--- src/rtl/dice_roller.sv ---
// Five-die roller for a dice game: a free-running Galois LFSR feeds an
// animated roll. Each roll cycle reloads every unheld die. A turn can have at
// most three completed rolls. Between rolls, individual dice can be held.
module dice_roller #(
  parameter int unsigned  ROLL_CYCLES = 16,
  parameter logic [15:0]  LFSR_SEED   = 16'hACE1
) (
  input  logic        clk,
  input  logic        reset_n,
  input  logic        roll_trigger,
  input  logic        turn_clear,
  input  logic [4:0]  hold_toggle,
  output logic [14:0] dice_vals,
  output logic [4:0]  hold_mask,
  output logic        rolling,
  output logic        roll_done,
  output logic [1:0]  roll_count
);

  // An all-zero seed would lock the LFSR, so it is replaced by 1.
  localparam logic [15:0] SEED_EFF   = (LFSR_SEED == 16'h0000) ? 16'h0001 : LFSR_SEED;
  localparam logic [15:0] LFSR_TAPS  = 16'hB400;
  localparam logic [7:0]  LAST_CYCLE = 8'(ROLL_CYCLES - 1);

  typedef enum logic [1:0] {
    IDLE = 2'd0,
    ROLL = 2'd1,
    DONE = 2'd2
  } state_t;

  state_t      state, state_d;
  logic [15:0] lfsr;
  logic [7:0]  anim, anim_d;
  logic [14:0] dice_d;
  logic [4:0]  hold_d;
  logic [1:0]  count_d;

  // Map a 4-bit random nibble onto a die face 1..6.
  function automatic logic [2:0] face(input logic [3:0] r);
    return 3'(r % 4'd6) + 3'd1;
  endfunction

  // Free-running LFSR; it keeps shifting in every state, turn_clear included.
  always_ff @(posedge clk) begin
    // NOTE: registers use non-blocking assignments so every flop samples
    // the pre-edge values, independent of statement order.
    if (!reset_n) begin
      lfsr <= SEED_EFF;
    end else begin
      lfsr <= (lfsr >> 1) ^ (lfsr[0] ? LFSR_TAPS : 16'h0000);
    end
  end

  // State, dice, hold, roll-count and animation-counter registers.
  always_ff @(posedge clk) begin
    if (!reset_n) begin
      state      <= IDLE;
      anim       <= '0;
      dice_vals  <= '0;
      hold_mask  <= '0;
      roll_count <= '0;
    end else begin
      state      <= state_d;
      anim       <= anim_d;
      dice_vals  <= dice_d;
      hold_mask  <= hold_d;
      roll_count <= count_d;
    end
  end

  // Next-state and datapath update. turn_clear overrides every state.
  always_comb begin
    // NOTE: every signal gets a hold-value default first, so no path
    // leaves one unassigned and no latch is inferred.
    state_d = state;
    anim_d  = anim;
    dice_d  = dice_vals;
    hold_d  = hold_mask;
    count_d = roll_count;

    if (turn_clear) begin
      state_d = IDLE;
      anim_d  = '0;
      dice_d  = '0;
      hold_d  = '0;
      count_d = '0;
    end else begin
      case (state)
        IDLE: begin
          // Holds only make sense once the dice have been rolled this turn.
          if (roll_count != 2'd0) begin
            hold_d = hold_mask ^ hold_toggle;
          end
          if (roll_trigger && (roll_count != 2'd3)) begin
            state_d = ROLL;
            anim_d  = '0;
          end
        end
        ROLL: begin
          anim_d = anim + 8'd1;
          for (int i = 0; i < 5; i++) begin
            if (!hold_mask[i]) begin
              dice_d[3*i +: 3] = face(lfsr[3*i +: 4]);
            end
          end
          if (anim == LAST_CYCLE) begin
            state_d = DONE;
          end
        end
        DONE: begin
          count_d = (roll_count == 2'd3) ? 2'd3 : roll_count + 2'd1;
          state_d = IDLE;
        end
        default: begin
          state_d = IDLE;
        end
      endcase
    end
  end

  // Status outputs come from the state register alone.
  assign rolling   = (state == ROLL);
  assign roll_done = (state == DONE);

endmodule

--- config.mk ---
export PLATFORM = sky130hd
export DESIGN_NAME = dice_roller
export DESIGN_NICKNAME = d
export VERILOG_FILES = /design/src/rtl/dice_roller.sv
export SDC_FILE = /design/constraint.sdc
export NUM_CORES = 1
export LEC_CHECK = 0
export BUFFER_PORTS_ARGS = -buffer_cell sky130_fd_sc_hd__buf_2
export CORE_MARGIN = 1.5
export CORE_UTILIZATION = 30
export DETAILED_ROUTE_END_ITERATION = 7
export GPL_TIMING_DRIVEN = 0
export MAX_ROUTING_LAYER = met4
export PLACE_DENSITY_LB_ADDON = 0.25
export RECOVER_POWER = 100
export SETUP_SLACK_MARGIN = 0.5
export SKIP_CTS_REPAIR_TIMING = 1
export SYNTH_ARGS = -nofsm -noshare
export SYNTH_HDL_FRONTEND = slang
export SYNTH_SLANG_ARGS = --single-unit
--- constraint.sdc ---
create_clock -name clk -period 3.8 [get_ports clk]
set_input_delay 0.57 -clock clk [delete_from_list [all_inputs] [get_ports clk]]
set_output_delay 0.57 -clock clk [all_outputs]
set_load 0.02 [all_outputs]
==> flow_summary.yaml <==
logic_synthesis:
  yosysWarningCount: 0
  syn_avg_cell_area_um2: 8.96
  synth_simple_gate_area_share: 0.297
  netlist_area_um2: 2230
  synth_cells: 249
  synth_area_leaders: "dfxtp_1 43%, nand2b_1 4.8%, a21oi_1 3.6%"
  ys_types: 41
  synthMuxAreaShare: 0.00897
  synth_compound_area_frac: 0.172
  synthAdderAreaFrac: 0.0337
  ys_ff_latch: 48
  syn_nets: 264
  seq_area_frac_synth: 0.431
  synth_top_family_by_area: "simple AND/OR/NAND/NOR gates"
  synth-main-ff-cell: "dfxtp_1"
  synth_edf_count: 0
  synth_top_area_frac: 0.431
  synth_top_cell_by_area: "dfxtp_1"
  synthArstFlopShare: 0
  synth_xor_area_frac: 0.0157
timing:
  maxSlewViolCount: 0
  slew_headroom: 0.536
  hold_ws_ns: 0.482
  skew_ns: 0.00644
  setup_viol: 0
  tightestPinTransition_ns: 0.694
  setup_tns_ns: 0
  max_freq_mhz: 444
  fin_crit_sh: 0.592
  rsz0062_at_grt: "no"
  layout_min_cycle_time_ns: 2.25
  hold_viol_final: 0
drt:
  drtAntennaViolNets: 0
  num_vias: 1902
  vias_per_cell: 4.90
  drt_iter0_markers: 95
  routedWlPerCell_um: 13.3
  wirelength_mm: 5.17
  drc_errors: 0
  drtPass1Iterations: 4
floorplan:
  coreArea_um2: 7210
  fp.dieW_um: 89.2
  rows: 31
  die_h_um: 89.2
  boundaryPins: 33
  dieArea_um2: 7960
  start_util: 0.309
critical_path:
  crit_required_ns: 3.23
  critPathArrivalTime_ns: 1.68
  critPathLaunchType: "register"
  path_class: "register to primary output"
  end_kind: "primary output"
  cp_cell_sequence: "clkbuf_1, nor2b_1, clkbuf_1"
  cp_top_family: "buffers and inverters"
  cp_slowest_stage_delay_ns: 0.44
  crit_fanout: 10
  cp.buffers_inverters: 2
  slowest_stage: "dfxtp_1"
  cp_common_cell: "clkbuf_1"
clocking:
  cts_tree: "built"
  cts_buffers: 5
  clk_path_buf_depth: 2
  cts.htree.levels: 2
  insertion_delay_ns: 0.31
  clkSinkCount: 48
  root_buffer: "clkbuf_8"
  cts.reportedPaths.clkPinSlew_ns: 0.09
global_route:
  grt_overflow: 0
  grt_pass1_wl_mm: 8.67
  grt_pass1_vias: 1749
  grt_usage: 0.147
  grt_max_degree: 16
  antenna_found_initial: 0
min_path:
  hp-class: "register to register"
power:
  power_leakage_nw: 0.882
  clockPowerShare: 0.374
  p_seq_frac: 0.533
  p_int_mw: 0.753
  vdd_ir_drop_max_v: 0.000142
  netSwitchingFraction: 0.254
  pwr-share-comb: 0.093
  switchingPower_mw: 0.256
  p_per_area_nw_per_um2: 389
layout:
  antenna_cells: 0
  nNetsFinal: 303
  drive_gt1_frac: 0.0623
  area_growth_pct: 16.2
outcome:
  outcome: "complete, no violations"
run:
  max-cap-violations: 0
placed_design:
  gp_congestion: 0.766
  io_buffers: 32
  place_hpwl_mm: 3.73
==> synthesized netlist by cell type (2+ instances only) <==
library cell  number
a211oi_1           6
a21oi_1           16
a31oi_1            3
and2_1             9
and3b_1            5
buf_2              2
clkbuf_1           7
dfxtp_1           48
ha_1               6
inv_1             13
mux2i_1            2
nand2_1           16
nand2b_1          17
nand3_1            8
nand3b_1           6
nor2_1             9
nor2b_1            4
nor3b_1            8
nor3b_2            2
o2111ai_1          5
o211ai_1           7
o21ai_0           13
o31ai_1            5
or3_1              2
or4_1              8
or4b_1             5
xnor2_1            3
==> cell type report <==
type	count	area (um2)
fillers	779	4620
multi-input cells	178	1180
flip-flops and latches	48	961
repair buffers	32	128
well taps	99	124
clock buffers	5	68.8
inverters	13	48.8
clock inverters	3	42.5
plain buffers	10	41.3
==> cells in the final DEF (no fill, tap or decap), types with 2 or more instances in the layout <==
| cell type | n |
|---|---|
| and2_0 | 3 |
| nand3_1 | 8 |
| inv_1 | 13 |
| nor3b_2 | 2 |
| and3b_1 | 5 |
| nor3b_1 | 8 |
| clkbuf_8 | 5 |
| o211ai_1 | 7 |
| a31oi_1 | 3 |
| or3_1 | 2 |
| o31ai_1 | 5 |
| buf_2 | 6 |
| mux2i_1 | 2 |
| o21ai_0 | 13 |
| or4_1 | 8 |
| nor2b_1 | 4 |
| or4b_1 | 5 |
| a211oi_1 | 6 |
| nor2_1 | 9 |
| clkbuf_1 | 35 |
| and2_1 | 7 |
| o2111ai_1 | 5 |
| xnor2_1 | 3 |
| a21oi_1 | 16 |
| nand2b_1 | 17 |
| ha_1 | 6 |
| nand3b_1 | 6 |
| nand2_1 | 16 |
| dfxtp_1 | 48 |
==> worst min-delay path, stage by stage, from the launching register on <==
cell,delay [ns]
dfxtp_1,0.32
nand2_1,0.05
o211ai_1,0.07
==> per-stage QoR <==
step	utilization	area, um2	instances	total power [mW]	setup WS, ns
2_1_floorplan	-	2230	249	0.612	2.21
3_3_place_gp	0.349	2510	380	0.644	1.63
3_5_place_dp	0.349	2510	380	0.646	1.63
4_1_cts	0.364	2630	388	1.02	1.68
5_1_grt	0.359	2590	388	1.06	1.38
6_report	0.359	2590	388	1.01	1.55
==> power groups by stage <==
stage / Combinational [mW] / Sequential (mW) / Clock, mW
6_report: 0.0938 / 0.538 / 0.378
5_1_grt: 0.109 / 0.541 / 0.410
4_1_cts: 0.0967 / 0.538 / 0.391
3_5_place_dp: 0.0964 / 0.549 / 0
3_3_place_gp: 0.0956 / 0.549 / 0
2_1_floorplan: 0.0640 / 0.548 / 0
==> flip-flops by register name, indices dropped and copies added, names as in the netlist <==
signal and flops:
anim 8, lfsr 16, state 2, roll_count 2
hold_mask 5, dice_vals 15
==> logic make-up (layout without fill, tap and decap cells) <==
family	Yosys count	after routing
and+or+nand+nor	106	106
AOI/OAI and AO/OA	60	60
DFF	48	48
buffers and inverters	23	63
adders and majority gates	6	6
xor gates and xnor gates	4	4
muxes	2	2
==> final timing paths <==
check / from / depth (start not counted) / slack [ns] / to
setup / recovery: state[1] / 3 / 1.55 / roll_done
hold / removal: dice_vals[5] / 2 / 0.48 / dice_vals[5]
setup reg to reg: state[1] / 5 / 1.89 / state[0]
hold reg to reg: dice_vals[5] / 2 / 0.48 / dice_vals[5]
==> per-layer routing <==
layer,share of wire,wire length [um],global-route usage
met3,0.041,210,0.0332
met4,0.014,72,0.0531
met2,0.46,2380,0.229
met1,0.48,2500,0.188
met5,0,0,-
(Power assumes the default switching activity.)
